$ cat src/rtl/dmem_ctrl_pkg.sv
// Shared types and defaults for the data-memory access controller.
// Optional feature macro: DMEM_TIMEOUT_EN (BUSY-cycle watchdog with sticky error).
package dmem_ctrl_pkg;

  typedef enum logic [1:0] {
    IDLE = 2'd0,
    BUSY = 2'd1,
    DONE = 2'd2
  } dmem_state_e;

  // Default watchdog limit in BUSY cycles
  localparam int unsigned DMEM_TIMEOUT_DEF = 16;

endpackage

$ cat src/rtl/dmem_timeout_cnt.sv
// Saturating BUSY-cycle counter. expired_o flags the enabled cycle whose
// increment brings the count to LIMIT, so the owner can abort in that cycle.
module dmem_timeout_cnt #(
  parameter int unsigned LIMIT = 16,
  parameter int unsigned W     = $clog2(LIMIT + 1)
) (
  input  logic clk,
  input  logic reset,
  input  logic clr_i,
  input  logic en_i,
  output logic expired_o
);

  localparam logic [W-1:0] CNT_MAX  = W'(LIMIT);
  localparam logic [W-1:0] CNT_LAST = W'(LIMIT - 1);

  logic [W-1:0] cnt_q, cnt_d;

  // Next count: clear wins, otherwise count up and hold at the limit
  always_comb begin
    cnt_d = cnt_q;
    if (clr_i)                        cnt_d = '0;
    else if (en_i && cnt_q != CNT_MAX) cnt_d = cnt_q + 1'b1;
  end

  // Count register with synchronous active-low reset
  always_ff @(posedge clk) begin
    if (!reset) cnt_q <= '0;
    else        cnt_q <= cnt_d;
  end

  assign expired_o = en_i && (cnt_q >= CNT_LAST);

endmodule

$ cat src/rtl/dmem_access_ctrl.sv
// Multi-cycle MEM-stage data-memory controller with req/ack handshake.
// Latches one load/store, holds dm_req until dm_ack, stalls the PC meanwhile.
// Optional feature macro: DMEM_TIMEOUT_EN aborts an access after TIMEOUT BUSY
// cycles without ack and raises sticky dm_err; otherwise BUSY waits forever.
module dmem_access_ctrl
  import dmem_ctrl_pkg::*;
#(
  parameter int N       = 64,
  parameter int TIMEOUT = DMEM_TIMEOUT_DEF
) (
  input  logic         clk,
  input  logic         reset,
  input  logic         memRead,
  input  logic         memWrite,
  input  logic [N-1:0] address,
  input  logic [N-1:0] writeData,
  output logic [N-1:0] dataReadDM,
  output logic         PC_enable,
  output logic         dm_req,
  output logic         dm_we,
  output logic [N-1:0] dm_addr,
  output logic [N-1:0] dm_wdata,
  input  logic [N-1:0] dm_rdata,
  input  logic         dm_ack,
  output logic         dm_err
);

  // A zero limit would make every access abort before it starts
  if (TIMEOUT < 1) begin : g_bad_timeout
    $error("dmem_access_ctrl: TIMEOUT must be >= 1");
  end

  dmem_state_e  state_q, state_d;
  logic [N-1:0] addr_q, addr_d;
  logic [N-1:0] wdata_q, wdata_d;
  logic [N-1:0] rdata_q, rdata_d;
  logic         we_q, we_d;
  logic         req_q, req_d;
  logic         err_q, err_d;
  logic         timeout;

`ifdef DMEM_TIMEOUT_EN
  // Counter is held clear outside BUSY, so it starts at 0 on BUSY entry
  dmem_timeout_cnt #(
    .LIMIT(TIMEOUT)
  ) u_timeout_cnt (
    .clk      (clk),
    .reset    (reset),
    .clr_i    (state_q != BUSY),
    .en_i     ((state_q == BUSY) && !dm_ack),
    .expired_o(timeout)
  );
`else
  assign timeout = 1'b0;
`endif

  // Next-state and datapath latch logic for the IDLE/BUSY/DONE handshake
  always_comb begin
    state_d = state_q;
    addr_d  = addr_q;
    wdata_d = wdata_q;
    rdata_d = rdata_q;
    we_d    = we_q;
    err_d   = err_q;
    unique case (state_q)
      IDLE: begin
        if (memRead || memWrite) begin
          addr_d  = address;
          wdata_d = writeData;
          we_d    = memWrite;       // read+write together is a write
          state_d = BUSY;
        end
      end
      BUSY: begin
        if (dm_ack) begin           // ack beats a simultaneous timeout
          if (!we_q) rdata_d = dm_rdata;
          state_d = DONE;
        end else if (timeout) begin
          err_d = 1'b1;
          if (!we_q) rdata_d = '0;
          state_d = DONE;
        end
      end
      DONE:    state_d = IDLE;      // requests seen here belong to the finished instruction
      default: state_d = IDLE;
    endcase
    req_d = (state_d == BUSY);
  end

  // All controller state, cleared by synchronous reset even mid-access
  always_ff @(posedge clk) begin
    if (!reset) begin
      state_q <= IDLE;
      addr_q  <= '0;
      wdata_q <= '0;
      rdata_q <= '0;
      we_q    <= 1'b0;
      req_q   <= 1'b0;
      err_q   <= 1'b0;
    end else begin
      state_q <= state_d;
      addr_q  <= addr_d;
      wdata_q <= wdata_d;
      rdata_q <= rdata_d;
      we_q    <= we_d;
      req_q   <= req_d;
      err_q   <= err_d;
    end
  end

  assign PC_enable  = (state_q == DONE) || ((state_q == IDLE) && !memRead && !memWrite);
  assign dm_req     = req_q;
  assign dm_we      = we_q;
  assign dm_addr    = addr_q;
  assign dm_wdata   = wdata_q;
  assign dataReadDM = rdata_q;
  assign dm_err     = err_q;

endmodule

$ cat config.mk
export PLATFORM = sky130hd
export DESIGN_NAME = dmem_access_ctrl
export DESIGN_NICKNAME = d
export VERILOG_FILES = /design/src/rtl/dmem_ctrl_pkg.sv /design/src/rtl/dmem_timeout_cnt.sv /design/src/rtl/dmem_access_ctrl.sv
export SDC_FILE = /design/constraint.sdc
export NUM_CORES = 1
export LEC_CHECK = 0
export BUFFER_PORTS_ARGS = -buffer_cell sky130_fd_sc_hd__buf_2
export CAP_MARGIN = 20
export CORE_MARGIN = 5
export CORE_UTILIZATION = 35
export DETAILED_ROUTE_END_ITERATION = 12
export PLACE_DENSITY = 0.77
export SLEW_MARGIN = 20
export SYNTH_ARGS = -nofsm -noshare
export SYNTH_HDL_FRONTEND = slang
export SYNTH_SLANG_ARGS = --single-unit
$ cat constraint.sdc
create_clock -name clk -period 1.8 [get_ports clk]
set_clock_uncertainty 0.15 [all_clocks]
set_input_delay 0.36 -clock clk [delete_from_list [all_inputs] [get_ports clk]]
set_output_delay 0.36 -clock clk [all_outputs]
set_load 0.1 [all_outputs]
# After elaboration in Yosys (flattened, before gate mapping)
# Index checks and enable logic that the tools add are counted.
op_classes:
  eq_ne: 3
  mux: 3
  n_mul: 0
  reduce_logical: 9
  div_mod_pow: 0
  addsub: 0
  bitwise: 1
  order_cmp: 0
  n_shift: 0
ops:
  columns: ["op", "n"]
  rows:
  - ["$eq 2x1->1 const B", 2]
  - ["$mux 2", 2]
  - ["$pmux 2 s2", 1]
  - ["$reduce_and 3->1", 1]
  - ["$eq 2x2->1 const B", 1]
  - ["$logic_and 1x1->1", 2]
  - ["$logic_not 1->1", 2]
  - ["$logic_not 2->1", 1]
  - ["$logic_or 1x1->1", 2]
  - ["$reduce_and 2->1", 1]
  - ["$not 1->1", 1]
word_totals:
  n_memories: 0
  mem_bits_ro: 0
  inputBits: 197
  regBits: 196
  ramBits: 0
  latch_bits: 0
  word_cells: 22

# Depth between registers and ports, before layout
depth:
  depth_word: 4
  ltp_mapped: 6
  mapped_depth_nobuf: 3

# Least setup slack after synthesis
# OpenSTA, ideal clock, no wires.
synth_path:
  path_kind: "input-to-output"
  startpoint: "input memWrite"
  endpoint: "output PC_enable"
  path_slack_ns: -0.522
  n_path_buf: 0
  t_arrival_ns: 1.812
  path_stages: 3
  required_ns: 1.290
  path_cell_list: "nor2_1 > nor2_1 > nor2_1"
synth_between:
  elab_chain_len: 3
synth_rtl:
  columns: ["element", "line", "source"]
  rows:
  - ["start, declared", "dmem_access_ctrl.sv:14", "input logic memWrite,"]
  - ["$logic_not 1->1", "dmem_access_ctrl.sv:111", "assign PC_enable = (state_q == DONE) || ((state_q == IDLE) && !memRead && !memWrite);"]
  - ["$logic_and 1x1->1", "dmem_access_ctrl.sv:111", null]
  - ["$logic_or 1x1->1", "dmem_access_ctrl.sv:111", null]
  - ["end, declared", "dmem_access_ctrl.sv:18", "output logic PC_enable,"]
# No other way between the ends.

# Final worst setup path
layout_path:
  startpoint: "register state_q[1]"
  endpoint: "output PC_enable"
layout_between:
  elab_chain_len: 4
  word_cells_on_any_way: 5
layout_rtl:
  columns: ["element", "line", "source"]
  rows:
  - ["start, declared", "dmem_access_ctrl.sv:33", "dmem_state_e state_q, state_d;"]
  - ["start signal, assigned", "dmem_access_ctrl.sv:101", "state_q <= state_d;"]
  - ["$logic_not 2->1", "dmem_access_ctrl.sv:111", null]
  - ["$logic_and 1x1->1 (2 in series)", "dmem_access_ctrl.sv:111", null]
  - ["$logic_or 1x1->1 (*)", "dmem_access_ctrl.sv:111", null]
# Mark *: on every way between the ends. The rest lies on a longest branch, timed or not.

==> summary.md <==
| Metric | Value |
|---|---|
| Global-route wire length before repair | 33330 um |
| Post-DP HPWL | 16560 um |
| Simple-Gate Fraction of Synth Area | 21.07% |
| Vias per inst | 4.597 |
| Cell Area, Placed | 0.009792 sq mm |
| Layout area overhead | 38.59% |
| Die height | 156.3 um |
| Antenna-violating nets left | 0 |
| Gr ovfl total | 0 |
| Root buffer cell | clkbuf_16 |
| Drt drc | 0 |
| Fin crit share | 96.48% |
| Arrival time at the worst endpoint | 1.23 ns |
| P per Cell Area | 1195 mW/mm^2 |
| Critical Path Source Type | flip-flop |
| Placed Instances | 1479 |
| YS warnings | 0 |
| Syn Inst Count | 858 |
| Post-Synthesis Cell Area | 0.007493 sq mm |
| Starting Density | 35.65% |
| Via count | 6960 |
| RSZ-0062 raised after global routing | true |
| Library cells used by synthesis | 20 |
| Post-synth top area share | 52.36% |
| CORE AREA | 0.02102 sq mm |
| Share of cells above drive strength 1 | 36.64% |
| Endpoints failing setup | 0 |
| Clock transition at path regs | 0.08 ns |
| CP max FO | 6 |
| Outcome | completed |
| Crit. End Element | primary output |
| Max-cap violations | 0 |
| Synth top area cells | dfxtp_1 (52%), mux2i_1 (17%), nand2_1 (16%), nand3_1 (4.3%), o21ai_0 (3.5%) |
| Worst-Margin Slew | 0.5274 ns |
| Input/output buffers | 391 |
| Largest family of logic cells by synthesized area | simple AND/OR/NAND/NOR gates |
| Final Wtd Congestion | 0.8143 |
| Fmax | 575.8 MHz |
| Initial antenna violation count | 0 |
| Initial DRC Count | 350 |
| Seq cells post-synth | 196 |
| Die area | 0.02444 sq mm |
| Final wirelength | 21570 um |
| Slew headroom | 65.08% |
| Final cell count without fillers | 1514 |
| Sequential area share after synthesis | 52.36% |
| Fin. Hold Viols | 0 |
| Die X | 156.3 um |
| Avg WL per Cell | 14.25 um |
| CTS buffer count | 17 |
| Diode count | 0 |
| Nets | 1424 |
| Hold Crit Class | primary input to flip-flop |
| Worst Setup Path Type | flip-flop to primary output |
| # IOs | 393 |
| CTS Buffer Depth | 2 |
| Multi-input gate area | 0.003241 sq mm |
| Slew Limit Fails | 0 |
| TritonCTS clock tree | yes |
| Xor-xnor portion of the synthesized cell area | 0% |
| Sink Count | 196 |
| Post-Syn Nets | 1055 |
| GRT Overall Usage | 16.58% |
| Clock latency at the later pin of the worst-skew pair | 0.41 ns |
| Crit path required time | 1.29 ns |
| Largest area contributor in the netlist | dfxtp_1 |
| Pleak | 5.329 nW |
| Post-synthesis mux area share | 17.10% |
| DR pass1 iterations | 4 |
| Vias in the first global route | 6821 |
| Row count | 53 |
| Fin crit period | 1.737 ns |
| Design Area, Final | 0.01039 sq mm |
| Pin count of the biggest net entering global routing | 68 |
| FF/Latch Area | 0.003929 sq mm |
| H-tree levels | 4 |
| # Post-CTS Setup Buffers | 0 |
| Post-synthesis adder-cell area fraction | 0% |
| Synth Area in Compound Gates | 4.659% |
| Peak VDD IR | 574.7 uV |
| Fillers | 1988 |
| Post-Syn Area per Cell | 8.734 sq um |
worst max-delay path: stages, from the launching register on:
cell and delay, ns:
dfxtp_4 0.39, nor2_2 0.05, nor2_2 0.17, buf_12 0.19
cell families after synthesis:
group / Yosys count
muxes: 128
and+or+nand+nor: 393
AOI/OAI and AO/OA: 68
other: 1
DFF: 196
buffers and inverters: 72
state kept, by name, indices dropped and copies added (netlist names):
| signal | cells |
|---|---|
| dm_we | 1 |
| dataReadDM | 64 |
| dm_addr | 64 |
| dm_req | 1 |
| dm_wdata | 64 |
| state_q | 2 |
worst paths after layout:
kind	startpoint	endpoint	slack (ns)	depth (start not counted)
worst max-delay path	state_q[1]	PC_enable	0.06	3
worst min-delay path	dm_rdata[63]	dataReadDM[63]	0.02	3
worst max register to register	state_q[0]	dm_wdata[54]	0.16	4
worst min register to register	dm_wdata[53]	dm_wdata[53]	0.31	2
metal layers:
layer	vias up	wire (um)	track usage [%]
met5	-	0	0
met4	0	453	5.331
met3	30	1976	5.614
met2	267	10550	29.07
met1	3118	8590	19.01
li1	3545	-	-
layout make-up:
class                   count  area share (%)
clock buffers              19           4.169
clock inverters            12           1.096
multi-input cells         590           31.20
flip-flops and latches    196           37.83
well taps                 275           3.313
repair buffers            422           22.39
what timing repair did:
action / in CTS / in global routing
hold buffers: 4 / 0
pin swaps: 0 / 1
hold endpoints to repair: 4 / 0
gates resized for setup: 1 / 2
setup endpoints to repair: 1 / 1
report_power, final:
| part | switching, W | internal (W) |
|---|---|---|
| Clock | 0.00176 | 0.00182 |
| Combinational | 0.00318 | 0.000798 |
| Sequential | 0.000171 | 0.00467 |
Yosys cell counts:
master	n
a31o_2	1
a21oi_1	1
dfxtp_1	196
mux2i_1	128
nor2_1	4
o21ai_1	12
o21ai_0	52
nand4bb_1	1
nor3_2	1
conb_1	1
buf_4	13
clkbuf_1	32
and4b_1	1
buf_1	7
buf_6	2
nand2_1	321
nand3_1	64
buf_2	18
o21a_1	2
nor3b_1	1
cells in the final DEF, fill, tap and decap left out, drive strengths merged, types with 2 or more instances in the layout:
cell and n:
buf 418, nand2 321, o21a 2, o21ai 64, dlygate4sd3 4, nor2 4, clkbuf 19, nand3 64
inv 6, dfxtp 196, mux2i 128, clkinv 5
metrics by stage:
| step | setup WS [ns] | power [W] | util [%] | hold WS, ns | setup TNS [ns] |
|---|---|---|---|---|---|
| floorplan | -0.06139 | 0.008126 | - | 0.3426 | -0.06139 |
| global placement | 0.1272 | 0.008880 | 46.58 | 0.2885 | 0 |
| CTS | 0.01807 | 0.01253 | 49.38 | 0.001268 | 0 |
| finish | 0.06332 | 0.01241 | 49.40 | 0.02406 | 0 |
| global route | -0.003733 | 0.01293 | 49.40 | 0.002796 | -0.003733 |
| detailed placement | 0.07882 | 0.008929 | 46.58 | 0.2949 | 0 |
(Power assumes the default switching activity.)
